`config.mk`:
```
export PLATFORM = sky130hd
export DESIGN_NAME = button_reader
export DESIGN_NICKNAME = d
export VERILOG_FILES = /design/src/rtl/button_reader.sv
export SDC_FILE = /design/constraint.sdc
export NUM_CORES = 1
export LEC_CHECK = 0
export BUFFER_PORTS_ARGS = -buffer_cell sky130_fd_sc_hd__buf_4
export CAP_MARGIN = 20
export CORE_MARGIN = 3
export CORE_UTILIZATION = 35
export DETAILED_ROUTE_END_ITERATION = 16
export HOLD_SLACK_MARGIN = 0.1
export SLEW_MARGIN = 20
export SYNTH_ARGS = -nofsm -noshare
export SYNTH_HDL_FRONTEND = slang
export SYNTH_SLANG_ARGS = --single-unit
```
`constraint.sdc`:
```
create_clock -name clk -period 2 [get_ports clk]
set_input_delay 0 -clock clk [delete_from_list [all_inputs] [get_ports clk]]
set_output_delay 0 -clock clk [all_outputs]
set_load 0.02 [all_outputs]
```
`src/rtl/button_reader.sv`:
```
// button_reader: synchronises, debounces and decodes one raw board button.
// Presents a clean level, one-cycle press/release pulses and a wrapping press counter.
// Optional feature macro: LONG_PRESS_EN builds the hold counter and the long_press pulse.
// Without it, long_press is tied low and LONG_CYCLES has no effect.
// The release pulse port is named release_pulse because "release" is a reserved word.

module button_reader #(
    parameter int DEBOUNCE_CYCLES = 1_000_000,
    parameter int LONG_CYCLES     = 100_000_000,
    parameter int PRESS_CNT_W     = 8,
    parameter bit ACTIVE_LOW      = 1'b1
) (
    input  logic                   clk,
    input  logic                   rst,
    input  logic                   btn,
    output logic                   level,
    output logic                   press,
    output logic                   release_pulse,
    output logic                   long_press,
    output logic [PRESS_CNT_W-1:0] press_count
);

    localparam int            DW       = $clog2(DEBOUNCE_CYCLES);
    localparam logic [DW-1:0] DEB_LAST = DW'(DEBOUNCE_CYCLES - 1);
    localparam logic          IDLE_RAW = ACTIVE_LOW;

    typedef enum logic [1:0] {
        RELEASED,
        PRESSING,
        PRESSED,
        RELEASING
    } state_t;

    // Counters shorter than 2 cycles would make the debounce or hold counters degenerate.
    generate
        if (DEBOUNCE_CYCLES < 2 || LONG_CYCLES < 2) begin : g_bad_params
            $error("button_reader: DEBOUNCE_CYCLES and LONG_CYCLES must both be >= 2");
        end
    endgenerate

    logic                   sync1;
    logic                   sync2;
    logic                   p;
    state_t                 state;
    state_t                 state_next;
    logic [DW-1:0]          deb_cnt;
    logic [DW-1:0]          deb_next;
    logic                   level_next;
    logic                   press_next;
    logic                   rel_next;
    logic [PRESS_CNT_W-1:0] count_next;

    // The two-flop synchroniser idles at the unpressed pad value, so reset never looks like a press.
    always_ff @(posedge clk or negedge rst) begin
        if (!rst) begin
            sync1 <= IDLE_RAW;
            sync2 <= IDLE_RAW;
        end else begin
            sync1 <= btn;
            sync2 <= sync1;
        end
    end

    assign p = ACTIVE_LOW ? ~sync2 : sync2;

    // Debounce FSM: a change is accepted only after p has disagreed with level for DEBOUNCE_CYCLES cycles.
    always_comb begin
        state_next = state;
        deb_next   = deb_cnt;
        level_next = level;
        press_next = 1'b0;
        rel_next   = 1'b0;
        count_next = press_count;
        case (state)
            RELEASED: begin
                if (p) begin
                    state_next = PRESSING;
                    deb_next   = DW'(1);
                end
            end
            PRESSING: begin
                if (!p) begin
                    state_next = RELEASED;
                    deb_next   = '0;
                end else if (deb_cnt == DEB_LAST) begin
                    state_next = PRESSED;
                    deb_next   = '0;
                    press_next = 1'b1;
                    level_next = 1'b1;
                    count_next = press_count + PRESS_CNT_W'(1);
                end else begin
                    deb_next = deb_cnt + DW'(1);
                end
            end
            PRESSED: begin
                if (!p) begin
                    state_next = RELEASING;
                    deb_next   = DW'(1);
                end
            end
            RELEASING: begin
                if (p) begin
                    state_next = PRESSED;
                    deb_next   = '0;
                end else if (deb_cnt == DEB_LAST) begin
                    state_next = RELEASED;
                    deb_next   = '0;
                    rel_next   = 1'b1;
                    level_next = 1'b0;
                end else begin
                    deb_next = deb_cnt + DW'(1);
                end
            end
            default: begin
                state_next = RELEASED;
                deb_next   = '0;
            end
        endcase
    end

    // State, debounce counter and all user-visible outputs are registered together.
    always_ff @(posedge clk or negedge rst) begin
        if (!rst) begin
            state         <= RELEASED;
            deb_cnt       <= '0;
            level         <= 1'b0;
            press         <= 1'b0;
            release_pulse <= 1'b0;
            press_count   <= '0;
        end else begin
            state         <= state_next;
            deb_cnt       <= deb_next;
            level         <= level_next;
            press         <= press_next;
            release_pulse <= rel_next;
            press_count   <= count_next;
        end
    end

`ifdef LONG_PRESS_EN
    localparam int            HW        = $clog2(LONG_CYCLES);
    localparam logic [HW-1:0] HOLD_LAST = HW'(LONG_CYCLES - 1);

    logic [HW-1:0] hold_cnt;
    logic [HW-1:0] hold_next;
    logic          long_done;
    logic          long_done_next;
    logic          long_next;

    // Hold timer runs while debounced-pressed, fires once, freezes, and re-arms on press or release.
    always_comb begin
        hold_next      = hold_cnt;
        long_done_next = long_done;
        long_next      = 1'b0;
        if (press_next || rel_next) begin
            hold_next      = '0;
            long_done_next = 1'b0;
        end else if ((state == PRESSED || state == RELEASING) && !long_done) begin
            if (hold_cnt == HOLD_LAST) begin
                long_next      = 1'b1;
                long_done_next = 1'b1;
            end else begin
                hold_next = hold_cnt + HW'(1);
            end
        end
    end

    // Hold timer registers and the registered long_press pulse.
    always_ff @(posedge clk or negedge rst) begin
        if (!rst) begin
            hold_cnt   <= '0;
            long_done  <= 1'b0;
            long_press <= 1'b0;
        end else begin
            hold_cnt   <= hold_next;
            long_done  <= long_done_next;
            long_press <= long_next;
        end
    end
`else
    assign long_press = 1'b0;
`endif

endmodule
```
== Word level (Yosys, flattened, before mapping) ==
Index checks and enable logic that the tools add are counted.

* Input bits: 3
* Register bits: 35
* Output and inout bits: 12
* Logic and storage cells: 52

* Add/subtract/negate cells: 2
* Reductions and logical operators: 6
* Bitwise operators: 1
* Multiplexer cells: 23
* Eq/ne operators: 12

{| class="wikitable"
|+ Operator list
! cell !! number
|-
| $mux 20 || 5
|-
| $pmux 20 s4 || 1
|-
| $add 20x1->20 const B || 1
|-
| $eq 20x20->1 const B || 1
|-
| $mux 2 || 6
|-
| $ne 2x2->1 const B || 6
|-
| $mux 1 || 9
|-
| $add 8x1->8 const B || 1
|-
| $pmux 2 s4 || 1
|-
| $ne 3x3->1 const B || 2
|-
| $reduce_and 5->1 || 1
|-
| $eq 2x2->1 const B || 2
|-
| $reduce_and 4->1 || 1
|-
| $reduce_and 3->1 || 1
|-
| $eq 2x1->1 const B || 1
|-
| $logic_not 2->1 || 1
|-
| $pmux 1 s2 || 1
|-
| $reduce_and 2->1 || 1
|-
| $reduce_bool 2->1 || 1
|-
| $not 1->1 || 1
|}

== Depth between registers and ports, before layout ==
Gate-level depths: netlist of the first run.

* Word-level depth: 4
* Depth in mapped cells: 8
* Gate-level depth less buffers: 6

== Least setup slack after synthesis of the first run ==
No wires, ideal clock.

* Path type: register to register
* From: register deb_cnt[0]
* To: register deb_cnt[11]
* Data required time: 1.879 ns
* Path slack: 0.124 ns
* Cell stages (with the launch flop): 8
* Buffers on the path: 1
* Setup time: 0.121 ns
* Clock period less this slack: 1.876 ns
* Arrival: 1.755 ns
* Cells stage by stage: dfrtp_1 -> ha_1 -> and3_1 -> nand3_2 -> o31a_1 -> buf_2 -> a21o_1 -> a22o_1

* Word-level cells in the longest chain between the ends: 4
* Elaborated cells on any way between the ends: 6
* Those cells by class: add/sub (1); eq/ne (1); mux (4)

{| class="wikitable"
|+ RTL lines
! element !! line !! text
|-
| start, declared || 46 || <nowiki>logic [DW-1:0] deb_cnt;</nowiki>
|-
| start signal, assigned || 132 || <nowiki>deb_cnt <= deb_next;</nowiki>
|-
| $add 20x1->20 / $eq 20x20->1 (equally long branches) || -- ||
|-
| $mux 20 * || 85, 105 ||
|-
| $mux 20 (on tied branches) || 102, 82 ||
|-
| $pmux 20 s4 * || 74 || <nowiki>case (state)</nowiki>
|}

Every way passes the cells marked *; elsewhere a longest branch is shown, timed or not.
A chain may end at the register's enable or synchronous reset.

== Worst setup path in the final report of the first run ==
* From: register deb_cnt[10]
* To: register deb_cnt[9]

* Word-level cells in the longest chain between the ends: 4
* Elaborated cells on any way between the ends: 5
* Those cells by class: eq/ne (1); mux (4)

{| class="wikitable"
|+ RTL lines
! element !! line
|-
| $eq 20x20->1 * || 85, 105
|-
| $mux 20 * || 85, 105
|-
| $mux 20 (on tied branches) || 102, 82
|-
| $pmux 20 s4 * || 74
|}

Marks and branches as above.

==> flow_summary.json, run 1 <==
{
  "numCtsBuffers": 5,
  "setup_ws_ns": 0.1107,
  "row_count": 25,
  "clockPowerShare_pct": 26.6,
  "dr_total_vias": 1489,
  "portBuffers": 13,
  "p_sw_share_pct": 33.56,
  "die-area_mm2": 0.006199,
  "critPathLaunchType": "flop",
  "synth_edf_count": 0,
  "wl_per_cell_um": 13.73,
  "fin_nets": 223,
  "cts.sinks": 35,
  "antenna_cells": 0,
  "cts_tree": "yes",
  "synth-compound-area-share_pct": 11.55,
  "switching_power_w": 0.0006609,
  "firstDrtPassIters": 4,
  "setup_violations": 0,
  "final_core_utilization_pct": 46.42,
  "grt_first_pass_wirelength_um": 6934,
  "die_h_um": 78.74,
  "async_flop_share_pct": 100.0,
  "totalPowerFinal_w": 0.001969,
  "power.density_mw_per_mm2": 863.7,
  "synth.area.mux_share_pct": 5.473,
  "die-width_um": 78.74,
  "yosys.area.top_type_share_pct": 44.59,
  "wirelength_um": 3927,
  "slew_viol_final": 0,
  "cpMaxStageDelayCell": "dfrtp_2",
  "synth-seq-cells": 35,
  "finalHoldViolCount": 0,
  "p_int_w": 0.001308,
  "p_leak_nw": 1.040,
  "max_stage_delay_ns": 0.47,
  "drive_gt1_share_pct": 25.57,
  "synth-main-ff-cell": "dfrtp_1",
  "skew_ns": 0.007123,
  "combPwrFrac_pct": 33.2,
  "post-place-ws_ns": 0.05069,
  "finalCritPeriodShare_pct": 94.46,
  "required_ns": 2.16,
  "syn_to_final_growth_pct": 23.11,
  "antenna_left": 0,
  "grt_pass1_vias": 1491,
  "drt_iter0_drc": 113,
  "yosysWarnings": 0,
  "yosysTopAreaCell": "dfrtp_1",
  "synth-adder-area-share_pct": 1.351,
  "io_pins": 15,
  "crit_type": "flop to flop",
  "drcViolationCount": 0,
  "clock_tree.root_cell": "clkbuf_8",
  "cap_violations": 0,
  "synth.distinct_cells": 44,
  "seqPwrFrac_pct": 40.2,
  "core_area_mm2": 0.004911,
  "grt_max_degree": 36,
  "syn_nets": 188,
  "finalCriticalPeriod_ns": 1.889,
  "synthSimpleGateAreaFrac_pct": 26.49,
  "routed_via_density": 5.206,
  "synthTopCellsByArea": "dfrtp_1 45%, mux2i_1 4.9%, nand4_1 4.4%, nand2_1 3.9%, xnor2_1 3.3%",
  "antenna_found_initial": 0,
  "start_util_pct": 37.71,
  "avgSynthCellArea_um2": 10.12,
  "place_area_mm2": 0.002122,
  "clk_latency_ns": 0.28,
  "cp-end-kind": "flop",
  "max_freq_mhz": 529.3,
  "dpl.hpwl_um": 2805,
  "setup-tns-final_ns": 0,
  "cp.arrival_ns": 2.05,
  "fill_cells": 488,
  "htreeDepth": 2,
  "crit_path_max_fanout": 7,
  "postLayoutCellArea_mm2": 0.002280,
  "synth_area_mm2": 0.001852,
  "syn_inst": 183,
  "status": "completed",
  "track_usage_pct": 13.92,
  "reg2reg_slack_ns": 0.11,
  "clk_path_buf_depth": 2,
  "place.gp.congestion": 0.8045,
  "synth_top_family_by_area": "simple AND/OR/NAND/NOR gates",
  "worstPathCellList": "nor4_2 > nand4b_1 > o31a_1 > buf_4 > a21oi_1 > mux2i_1",
  "min_path_type": "input port to asynchronous set/reset pin",
  "synth_xor_area_share_pct": 3.784,
  "ir_drop_mv": 0.6999,
  "clk_pin_slew_worst_paths_ns": 0.07,
  "seq_area_frac_synth_pct": 47.43,
  "rsz0062_at_grt": "false",
  "grt_overflow_total": 0
}
-- synth_stat cells (3+ instances only) --
library cell and number:
dfrtp_1 33, nand2_1 19, nand4_1 13, a21oi_1 12, nand3_1 11, mux2i_1 9, xnor2_1 7, nor2_1 6
or3_1 6, and3_1 5, o21ai_0 5, a21o_1 4, buf_2 4, nor3_1 4, inv_1 3, nor4_1 3
-- layer usage --
metal	routed length [um]	part of all wire, %	global-route usage (%)
met1	1996	51	18.78
met4	23	0.59	3.671
met3	99	2.5	3.515
met5	0	0	0
met2	1808	46	22.33
-- power groups by stage --
stage / registers, W / logic, W / clock network [W]
after global placement: 0.000804 / 0.000621 / 0
after CTS: 0.000793 / 0.000633 / 0.000547
final: 0.000792 / 0.000653 / 0.000523
after global routing: 0.000799 / 0.000741 / 0.000574
after floorplan: 0.000794 / 0.000451 / 0
after detailed placement: 0.000805 / 0.000628 / 0
-- worst max-delay path, delay by kind of cell (launching register included) --
family	cells	cell delay, ns
AO/OA/AOI/OAI	2	0.56
flip-flops	1	0.47
AND/OR/NAND/NOR	2	0.43
buffers and inverters	1	0.20
multiplexers	1	0.10
-- placed cells by master, fill, tap and decap left out, drive strengths merged, types with 5 or more instances in the layout --
master and instances:
nor4 5, or3 6, buf 34, nor3 5, o21ai 6, mux2i 9
clkbuf 7, nand3 12, and3 5, xnor2 7, dfrtp 33, nand4 13
nor2 6, nand2 19, a21oi 12
-- metrics by stage --
stage	instances	hold slack [ns]
finish	286	0.2058
global route	286	0.2365
CTS	284	0.2228
detailed placement	274	-0.01783
global placement	274	-0.01892
floorplan	183	-0.2956
-- final timing paths --
check / end / cells past startpoint / start
worst max-delay path: deb_cnt[9]$_DFFE_PN0P_ / 6 / deb_cnt[10]$_DFFE_PN0P_
worst min-delay path: deb_cnt[3]$_DFFE_PN0P_ / 2 / rst
worst max register to register: deb_cnt[9]$_DFFE_PN0P_ / 6 / deb_cnt[10]$_DFFE_PN0P_
worst min register to register: sync2$_DFF_PN1_ / 0 / sync1$_DFF_PN1_
max in group asynchronous: sync2$_DFF_PN1_ / 2 / rst
min in group clk: sync2$_DFF_PN1_ / 0 / sync1$_DFF_PN1_
-- cells by family (layout without fill, tap and decap cells) --
family / Yosys count / after routing
DFF: 35 / 35
xor gates and xnor gates: 8 / 8
other: 1 / 1
buffers and inverters: 12 / 48
adders and majority gates: 2 / 2
muxes: 10 / 10
AOI/OAI and AO/OA: 34 / 34
and+or+nand+nor: 81 / 81
-- timing repair --
item                                   in CTS  in global routing
endpoints found under the hold margin      36                  0
setup endpoints to repair                   0                 14
buffers inserted                            0                  2
hold buffers                                2                  0
gates resized for setup                     0                  7
-- sequential cells by signal (all words and copies together) (netlist names), named ones only --
signal and flops:
sync2 1, press_count 8, level 1, sync1 1, release_pulse 1, press 1, state 1, deb_cnt 20
-- final cells by class --
cell class | count | area, um^2 | share of cell area, %
timing repair buffer | 36 | 275.3 | 12.07
inverter | 4 | 15.01 | 0.6586
clock inverter | 1 | 5.005 | 0.2195
clock buffer | 7 | 86.33 | 3.787
sequential | 35 | 880.8 | 38.64
multi-input combinational | 136 | 933.4 | 40.94
tap | 67 | 83.83 | 3.677
No activity file was read; power rests on OpenSTA's default activity.
==> run 2, diff against run 1 <==
Settings changed: CAP_MARGIN 20 to default, CORE_MARGIN 3 to 2.
==> run 2 against run 1 <==
  * Global-route usage is 0.93 points higher
  * Flip-flop and latch count stayed put
  * Clock skew decreased by 0.0018 ns
  * Sequential share of layout area unchanged
  * Core utilization fell by 1.8 points
  * Design area is the same
==> flow_summary.json, run 2 (synthesis results as in run 1) <==
{
  "status": "completed",
  "grt_overflow_total": 0,
  "syn_to_final_growth_pct": 23.11,
  "cpMaxStageDelayCell": "dfrtp_1",
  "grt_first_pass_wirelength_um": 6934,
  "timing.critical_path.mode_cell": "a21o_1",
  "cts.sinks": 35,
  "wirelength_um": 4037,
  "antenna_left": 0,
  "p_leak_nw": 1.022,
  "cp.depth": 6,
  "clk_path_buf_depth": 2,
  "post-place-ws_ns": 0.02614,
  "layout_common_cells": "31 x dfrtp_1, 31 x buf_4, 19 x nand2_1, 13 x nand4_1, 12 x a21oi_1",
  "dpl.hpwl_um": 2817,
  "setup_ws_ns": 0.06087,
  "cp_top_family": "compound AO/OA/AOI/OAI gates",
  "largest_reg_flops": 20,
  "cp.arrival_ns": 2.12,
  "worstPathCellList": "nor4_2 > nand4b_1 > o31a_1 > buf_12 > a21o_1 > a21o_1",
  "finalCritPeriodShare_pct": 96.96,
  "clk_pin_slew_worst_paths_ns": 0.07,
  "grt_max_degree": 36,
  "required_ns": 2.18,
  "routed_via_density": 5.242,
  "track_usage_pct": 14.85,
  "cp_num_buf_inv": 1,
  "worst_pin_slew_ns": 0.6924,
  "die-width_um": 76.74,
  "grt_pass1_vias": 1450,
  "slew_viol_final": 0,
  "finalCriticalPeriod_ns": 1.939,
  "drive_gt1_share_pct": 25.11,
  "antenna_cells": 0,
  "power.density_mw_per_mm2": 868.1,
  "rsz0062_at_grt": "true",
  "regMostFlops": "deb_cnt",
  "crit_path_max_fanout": 12,
  "max_freq_mhz": 515.7,
  "firstDrtPassIters": 4,
  "numCtsBuffers": 5,
  "max_stage_delay_ns": 0.44,
  "start_util_pct": 36.26,
  "core_area_mm2": 0.005107,
  "finalHoldViolCount": 0,
  "fill_cells": 498,
  "io_pins": 15,
  "antenna_found_initial": 0,
  "place.gp.congestion": 0.7573,
  "crit_type": "flop to flop",
  "instances_no_fill": 289,
  "cts_tree": "yes",
  "ir_drop_mv": 0.8021,
  "cp-end-kind": "flop",
  "clock_tree.root_cell": "clkbuf_8",
  "portBuffers": 13,
  "clk_latency_ns": 0.29,
  "min_path_type": "input port to asynchronous set/reset pin",
  "reg2regPathDepth": 6,
  "row_count": 26,
  "die-area_mm2": 0.005888,
  "multi_input_area_um2": 919.6,
  "place_inst": 277,
  "skew_ns": 0.005289,
  "drcViolationCount": 0,
  "drt_iter0_drc": 80,
  "fin_nets": 223,
  "slew_headroom_pct": 53.79,
  "setup_violations": 0,
  "htreeDepth": 2,
  "die_h_um": 76.74,
  "reg_top3": "deb_cnt: 20 flops, press_count: 8 flops",
  "cap_violations": 0,
  "register_area_um2": 880.8,
  "wl_per_cell_um": 13.97,
  "dr_total_vias": 1515,
  "critPathLaunchType": "flop"
}
==> run 2: worst reg2reg max path, delay by kind of cell (launching register included) <==
family / cells / cell delay [ns]
AND/OR/NAND/NOR: 2 / 0.46
flip-flops: 1 / 0.44
AO/OA/AOI/OAI: 3 / 0.76
buffers and inverters: 1 / 0.18
==> run 2: per-layer routing <==
layer	GRT usage, %	part of all wire (%)	up-vias
met5	0	0	-
met4	6.545	1.6	0
met3	2.824	2.3	7
met2	22.81	48	24
met1	20.39	49	736
li1	-	-	748
==> run 2: through the flow <==
stage	setup TNS [ns]	utilization (%)	power [W]	area [um^2]	hold WS, ns
2_1_floorplan	0	-	0.001246	1852	-0.2956
3_3_place_gp	0	41.87	0.001453	2138	-0.01621
3_5_place_dp	0	41.87	0.001458	2138	-0.01062
4_1_cts	0	43.85	0.001966	2240	0.2168
5_1_grt	-0.06371	44.64	0.002109	2280	0.2576
6_report	0	44.64	0.001979	2280	0.2059
==> run 2: worst paths after layout <==
path | start | to | slack [ns]
max in group asynchronous | rst | deb_cnt[6]$_DFFE_PN0P_ | 1.44
setup / recovery | deb_cnt[10]$_DFFE_PN0P_ | deb_cnt[5]$_DFFE_PN0P_ | 0.06
hold / removal | rst | press_count[0]$_DFFE_PN0P_ | 0.21
setup reg to reg | deb_cnt[10]$_DFFE_PN0P_ | deb_cnt[5]$_DFFE_PN0P_ | 0.06
hold reg to reg | sync1$_DFF_PN1_ | sync2$_DFF_PN1_ | 0.36
min in group clk | sync1$_DFF_PN1_ | sync2$_DFF_PN1_ | 0.36
==> run 2: where the power goes <==
part           switching [W]  internal [W]  total (W)
clock network       0.000252      0.000244   0.000496
logic               0.000391      0.000305   0.000696
registers          0.0000343      0.000753   0.000787
total               0.000677       0.00130    0.00198
==> run 2: final cells by class <==
| class | instances | area share (%) |
|---|---|---|
| Clock buffer | 7 | 3.348 |
| Tap cell | 70 | 3.842 |
| Timing Repair Buffer | 36 | 12.95 |
| Multi-Input combinational cell | 136 | 40.34 |
| Clock inverter | 1 | 0.2195 |
| Sequential cell | 35 | 38.64 |
| Inverter | 4 | 0.6586 |
==> run 2: timing repair <==
action                     4_1_cts  5_1_grt
hold buffers                     2        0
hold endpoints to repair        36        0
setup endpoints to repair        0       10
resized for setup                0        6
setup buffers                    0        2
